<file path="src/rtl/rvc_compressor.sv">
// rvc_compressor: streaming RV32I -> RVC re-encoder with halfword packer.
//
// Each accepted 32-bit instruction is either re-encoded as a 16-bit RVC
// parcel (when one of the supported compression rules matches) or passed
// through as two halfwords. Parcels are packed little-endian into 32-bit
// output words through a three-halfword buffer. A flush pulse drains the
// buffer and pads a lone trailing halfword with NOP_PARCEL.
//
// Build option: define RVC_COMPRESS_EN to enable the compression rules.
// Without it the encoder is bypassed and every instruction is buffered as
// two halfwords; packing and flush behave identically.
//
// Ports:
//   clk, rst           clock, synchronous active-high reset
//   in_valid/in_ready  input handshake, in_instr = RV32I instruction
//   flush              one-cycle pulse: drain buffer, pad final word
//   out_valid/out_ready output handshake, out_word = two parcels,
//                      older halfword in [15:0]
//   out_last           marks the word that empties the buffer on a flush
//   idle               buffer empty and no flush pending
module rvc_compressor #(
    parameter logic [15:0] NOP_PARCEL = 16'h0001
) (
    input  logic        clk,
    input  logic        rst,
    input  logic        in_valid,
    output logic        in_ready,
    input  logic [31:0] in_instr,
    input  logic        flush,
    output logic        out_valid,
    input  logic        out_ready,
    output logic [31:0] out_word,
    output logic        out_last,
    output logic        idle
);

    // Returns {compressed, data}. When compressed, data[15:0] holds the
    // RVC parcel and data[31:16] is zero; otherwise data is the original.
    function automatic logic [32:0] encode(input logic [31:0] ins);
        logic [32:0] r;
`ifdef RVC_COMPRESS_EN
        logic [6:0]         opc;
        logic [2:0]         f3;
        logic [6:0]         f7;
        logic [4:0]         rd;
        logic [4:0]         rs1;
        logic [4:0]         rs2;
        logic signed [11:0] imm_i;
        logic signed [11:0] imm_s;
        logic signed [20:0] imm_j;
        logic               imm6;
        logic               lw_off;
        logic               sw_off;
        logic               j_off;
        opc   = ins[6:0];
        f3    = ins[14:12];
        f7    = ins[31:25];
        rd    = ins[11:7];
        rs1   = ins[19:15];
        rs2   = ins[24:20];
        imm_i = ins[31:20];
        imm_s = {ins[31:25], ins[11:7]};
        imm_j = {ins[31], ins[19:12], ins[20], ins[30:21], 1'b0};
        imm6   = (imm_i >= -12'sd32) && (imm_i <= 12'sd31);
        // word-aligned, 0..124: no bits above [6], none below [2]
        lw_off = (imm_i[11:7] == 5'd0) && (imm_i[1:0] == 2'd0);
        sw_off = (imm_s[11:7] == 5'd0) && (imm_s[1:0] == 2'd0);
        j_off  = (imm_j >= -21'sd2048) && (imm_j <= 21'sd2046);
        r = {1'b0, ins};
        if (opc == 7'b0010011 && f3 == 3'b000 && rd == rs1 && rd != 5'd0
            && imm6 && imm_i != 12'sd0)
            r = {1'b1, 16'h0, 3'b000, imm_i[5], rd, imm_i[4:0], 2'b01};
        else if (opc == 7'b0010011 && f3 == 3'b000 && rs1 == 5'd0
                 && rd != 5'd0 && imm6)
            r = {1'b1, 16'h0, 3'b010, imm_i[5], rd, imm_i[4:0], 2'b01};
        else if (opc == 7'b0110011 && f3 == 3'b000 && f7 == 7'd0
                 && rd != 5'd0 && rs1 == 5'd0 && rs2 != 5'd0)
            r = {1'b1, 16'h0, 4'b1000, rd, rs2, 2'b10};
        else if (opc == 7'b0110011 && f3 == 3'b000 && f7 == 7'd0
                 && rd == rs1 && rd != 5'd0 && rs2 != 5'd0)
            r = {1'b1, 16'h0, 4'b1001, rd, rs2, 2'b10};
        else if (opc == 7'b0000011 && f3 == 3'b010 && rd[4:3] == 2'b01
                 && rs1[4:3] == 2'b01 && lw_off)
            r = {1'b1, 16'h0, 3'b010, imm_i[5:3], rs1[2:0], imm_i[2],
                 imm_i[6], rd[2:0], 2'b00};
        else if (opc == 7'b0100011 && f3 == 3'b010 && rs2[4:3] == 2'b01
                 && rs1[4:3] == 2'b01 && sw_off)
            r = {1'b1, 16'h0, 3'b110, imm_s[5:3], rs1[2:0], imm_s[2],
                 imm_s[6], rs2[2:0], 2'b00};
        else if (opc == 7'b1101111 && rd == 5'd0 && j_off)
            r = {1'b1, 16'h0, 3'b101, imm_j[11], imm_j[4], imm_j[9:8],
                 imm_j[10], imm_j[6], imm_j[7], imm_j[3:1], imm_j[5], 2'b01};
`else
        r = {1'b0, ins};
`endif
        return r;
    endfunction

    logic [47:0] hbuf, hbuf_n, shifted;
    logic [1:0]  count, count_n, n_emit, n_add, base;
    logic        flush_pending, fp_n;
    logic [32:0] enc;
    logic        accept, emit;

    always_comb begin
        enc       = encode(in_instr);
        out_valid = (count >= 2'd2) || (flush_pending && count == 2'd1);
        out_word  = (count == 2'd1) ? {NOP_PARCEL, hbuf[15:0]} : hbuf[31:0];
        out_last  = flush_pending && (count == 2'd1 || count == 2'd2);
        in_ready  = !flush_pending && (count <= 2'd1 || out_ready);
        idle      = (count == 2'd0) && !flush_pending;
        accept    = in_valid && in_ready;
        emit      = out_valid && out_ready;

        // a padded word consumes only the single real halfword
        n_emit = 2'd0;
        if (emit)
            n_emit = (count == 2'd1) ? 2'd1 : 2'd2;
        case (n_emit)
            2'd1:    shifted = {16'h0, hbuf[47:16]};
            2'd2:    shifted = {32'h0, hbuf[47:32]};
            default: shifted = hbuf;
        endcase

        // in_ready guarantees at most one halfword survives when accepting,
        // so the new parcel lands at slot 0 or 1; a 32-bit one at slot 1
        // straddles into the next word.
        base   = count - n_emit;
        hbuf_n = shifted;
        n_add  = 2'd0;
        if (accept) begin
            n_add = enc[32] ? 2'd1 : 2'd2;
            if (base == 2'd0)
                hbuf_n[31:0] = enc[31:0];
            else
                hbuf_n[47:16] = enc[31:0];
        end
        count_n = base + n_add;

        // pending flush retires as soon as the buffer runs empty
        fp_n = flush_pending ? (count_n != 2'd0) : flush;
    end

    always_ff @(posedge clk) begin
        if (rst) begin
            count         <= 2'd0;
            flush_pending <= 1'b0;
            hbuf          <= 48'h0;
        end else begin
            count         <= count_n;
            flush_pending <= fp_n;
            hbuf          <= hbuf_n;
        end
    end

endmodule

</file>
<file path="config.mk">
export PLATFORM = sky130hd
export DESIGN_NAME = rvc_compressor
export DESIGN_NICKNAME = d
export VERILOG_FILES = /design/src/rtl/rvc_compressor.sv
export SDC_FILE = /design/constraint.sdc
export NUM_CORES = 1
export LEC_CHECK = 0
export CORE_ASPECT_RATIO = 1.1
export CORE_MARGIN = 5
export CORE_UTILIZATION = 45
export DETAILED_ROUTE_END_ITERATION = 6
export PLACE_DENSITY = 0.77
export SLEW_MARGIN = 15
export SYNTH_ARGS = -nofsm -noshare
export SYNTH_HDL_FRONTEND = slang
export SYNTH_SLANG_ARGS = --single-unit
</file>
<file path="constraint.sdc">
create_clock -name clk -period 3 [get_ports clk]
set_input_delay 0.6 -clock clk [delete_from_list [all_inputs] [get_ports clk]]
set_output_delay 0.6 -clock clk [all_outputs]
set_load 0.005 [all_outputs]
</file>
==> metrics.csv <==
stage,metric,value,unit
timing,# setup viols final,0,
clock_tree,TritonCTS Buffers,5,
global_route,overflow left after global routing,0,
yosys,average size of a mapped cell,8.577,um^2
layout,most frequent cells in the layout,"sky130_fd_sc_hd__clkdlybuf4s50_1, sky130_fd_sc_hd__a21oi_1, sky130_fd_sc_hd__dfxtp_1, sky130_fd_sc_hd__mux2i_1, sky130_fd_sc_hd__nor2_1",
clock_tree,count of clock tree sinks,51,
yosys,largest family of logic cells by synthesized area,simple AND/OR/NAND/NOR gates,
timing,final setup skew,0.01210,ns
timing,maximum clock frequency,0.3638,GHz
layout,number of antenna cells inserted,0,
routing,number of nets with antenna violations after detailed routing,0,
yosys,proportion of synthesized flip-flops having asynchronous set or reset,0,
yosys,xor/xnor cell area share of the yosys netlist,0.008457,
floorplan,total core area,0.006477,mm^2
yosys,netlist area before placement,0.002959,mm^2
layout,sequential cell area,0.001025,mm^2
global_route,GRT Util Overall,0.1936,
clock_tree,count of cells resized by post-cts repair,0,
worst_setup_path,required time of the worst setup path,2.40,ns
floorplan,die width,87.32,um
floorplan,row cnt,31,
floorplan,Die Outline Area,0.008299,mm^2
worst_setup_path,nature of the critical path endpoint,output port,
clock_tree,count of hold-fix buffers inserted at cts,0,
layout,share of the core filled with cells,0.5797,
layout,net count reported at finish,435,
floorplan,die height,95.05,um
layout,post-route cell area,0.003755,mm^2
timing,setup repair after global routing missed its margin,no,
worst_setup_path,critical-path cell list,inv_1 -> ha_2 -> buf_4 -> nor3b_2 -> nor2_1 -> clkdlybuf4s50_1,
yosys,portion of netlist area occupied by mux cells,0.1192,
timing,number of slew-limit violations in the final report,0,
yosys,adder-cell area share of the yosys netlist,0.01691,
routing,detailed router's first-iteration violation count,242,
worst_setup_path,Crit Path Category,flip-flop to output port,
timing,Worst-Margin Slew,0.7535,ns
routing,count of vias placed by the detailed router,2735,
yosys,Cell variety after synth,37,
yosys,sequential area share after synthesis,0.3450,
placed_design,gpl congestion,0.7886,
worst_setup_path,CP max-delay cell,sky130_fd_sc_hd__clkdlybuf4s50_1,
timing,Total Neg Setup Slack,0,ns
layout,synthesis-to-layout area growth,26.89,%
clock_tree,clock tree from TritonCTS,done,
clock_tree,number of buffers added for setup after CTS,0,
placed_design,setup slack after placement,0.1493,ns
global_route,vias in the first global route,2614,
placed_design,IO Port Bufs,72,
min_path,class of the tightest hold or removal check,flip-flop to flip-flop,
layout,fraction of layout cells with a size suffix above 1,0.1013,
timing,post-route fraction of the period consumed by the critical path,0.9164,
yosys,commonest register cell after synthesis,sky130_fd_sc_hd__dfxtp_1,
yosys,largest cells by area after synthesis,"sky130_fd_sc_hd__dfxtp_1, sky130_fd_sc_hd__mux2i_1, sky130_fd_sc_hd__a21oi_1, sky130_fd_sc_hd__a221o_1, sky130_fd_sc_hd__buf_4",
pwr,PwrDens,517.4,mW/mm^2
pwr,P_leak,1.385,nW
global_route,global-route wire length before repair,12970,um
pwr,Tot Pwr,1.943,mW
clock_tree,insertion delay of the later-clocked pin in the worst-skew pair,0.31,ns
yosys,register bit count reported by yosys,51,
layout,"number of standard cells in the layout, taps in and fillers out",477,
timing,Setup WS post-layout,0.2509,ns
yosys,Compound-Gate Fraction of Synth Area,0.1899,
yosys,post-synthesis cell type with the largest combined area,sky130_fd_sc_hd__dfxtp_1,
clock_tree,H-tree level count,2,
timing,Final Hold Fails,0,
layout,area used by multi-input combinational logic,0.001684,mm^2
clock_tree,largest buffer count on any clock path,2,
clock_tree,clock edge transition at the registers on the reported setup and hold paths,0.10,ns
yosys,synth warn,0,
global_route,largest net degree at the start of global routing,52,
layout,"most common cell after layout, fill and taps aside",sky130_fd_sc_hd__clkdlybuf4s50_1,
flow_run,max-cap viol count,0,
timing,minimum clock period after layout,2.749,ns
global_route,antenna violations before repair,0,
layout,Filler Cells Inserted,589,
floorplan,I/O pin total,73,
timing,worst hold slack,0.4884,ns
routing,per-cell routed wire length,16.71,um
pwr,maximum vdd drop,271.2,uV
placed_design,HPWL after detailed placement,5526,um
worst_setup_path,Worst Path Max Fanout,23,
placed_design,Placed Cells incl. Taps,469,
yosys,Post-synth EDFFs,0,
worst_setup_path,Crit path arrival time,2.15,ns
worst_setup_path,category of the worst setup path launch point,flip-flop,
routing,number of search-and-repair iterations in the first detailed-routing pass,4,
worst_setup_path,maximum cell stage delay along the critical path,0.45,ns
placed_design,area after detailed placement,0.003659,mm^2
clock_tree,clock root cell,sky130_fd_sc_hd__clkbuf_8,
yosys,number of nets produced by synthesis,386,
yosys,Synth Area in Simple Gates,0.2279,
routing,DRC,0,
routing,vias per inst,5.734,
floorplan,initial cell density of the core,0.4568,
yosys,Gate Count Post-Synth,345,
routing,aggregate routed wire length,7970,um
yosys,post-synth top area share,0.3450,
timing,worst max-slew margin expressed relative to the limit,0.4962,
run_status,run status,finished clean,
[registers in the layout, summed over array words and instances, names as in the netlist]
name	cells
count	2
flush_pending	1
hbuf	48
[layer usage]
metal  global-route usage  share of wire  vias up
li1                     -              -     1325
met1               0.2572           0.42     1299
met2               0.3247           0.50      100
met3              0.02334          0.069       11
met4              0.06394          0.013        0
met5                    0              0        -
[synthesized netlist by cell type, types with 2 or more instances]
cell type,instances
sky130_fd_sc_hd__a21oi_1,64
sky130_fd_sc_hd__dfxtp_1,51
sky130_fd_sc_hd__mux2i_1,33
sky130_fd_sc_hd__nor2_1,21
sky130_fd_sc_hd__nand2_1,17
sky130_fd_sc_hd__nand3_1,17
sky130_fd_sc_hd__nor2b_1,17
sky130_fd_sc_hd__buf_4,16
sky130_fd_sc_hd__nand3b_1,16
sky130_fd_sc_hd__a221o_1,15
sky130_fd_sc_hd__clkbuf_1,15
sky130_fd_sc_hd__nand4_1,15
sky130_fd_sc_hd__buf_1,6
sky130_fd_sc_hd__buf_2,6
sky130_fd_sc_hd__ha_1,4
sky130_fd_sc_hd__buf_6,3
sky130_fd_sc_hd__inv_1,3
sky130_fd_sc_hd__nand2b_1,3
sky130_fd_sc_hd__a211o_1,2
sky130_fd_sc_hd__and2_1,2
sky130_fd_sc_hd__nor2_2,2
sky130_fd_sc_hd__nor3_1,2
[worst max-delay path, delay by kind of cell (launching register included)]
kind | cells | cell delay, ns
buffers and inverters | 3 | 0.77
AND/OR/NAND/NOR | 2 | 0.43
flip-flops | 1 | 0.42
adder cells (fa/ha/maj) | 1 | 0.23
[worst paths after layout]
path	from	to	slack (ns)	depth (start not counted)
hold / removal	hbuf[36]	hbuf[36]	0.49	2
setup / recovery	count[1]	in_ready	0.25	6
hold reg to reg	hbuf[36]	hbuf[36]	0.49	2
setup reg to reg	count[1]	hbuf[17]	0.30	10
[power breakdown]
part / leakage (nW) / switching [mW] / internal [mW]
sequential: 0.418 / 0.0543 / 0.756
combinational: 0.916 / 0.332 / 0.367
clock: 0.0516 / 0.244 / 0.189
[cell families after synthesis]
| kind of cell | Yosys count |
|---|---|
| simple gates | 118 |
| flops | 51 |
| xor+xnor | 2 |
| compound gates | 87 |
| mux | 34 |
| fa+ha+maj | 4 |
| buf+inv | 49 |
[area by class of cell]
class | instances | share of cell area
clock buffer | 6 | 0.02199
clock inverter | 2 | 0.003665
inverter | 3 | 0.002999
multi-input combinational | 245 | 0.4485
sequential | 51 | 0.2729
tap | 82 | 0.02732
timing repair buffer | 88 | 0.2226
Note: power is estimated with default switching activity, not from simulation.
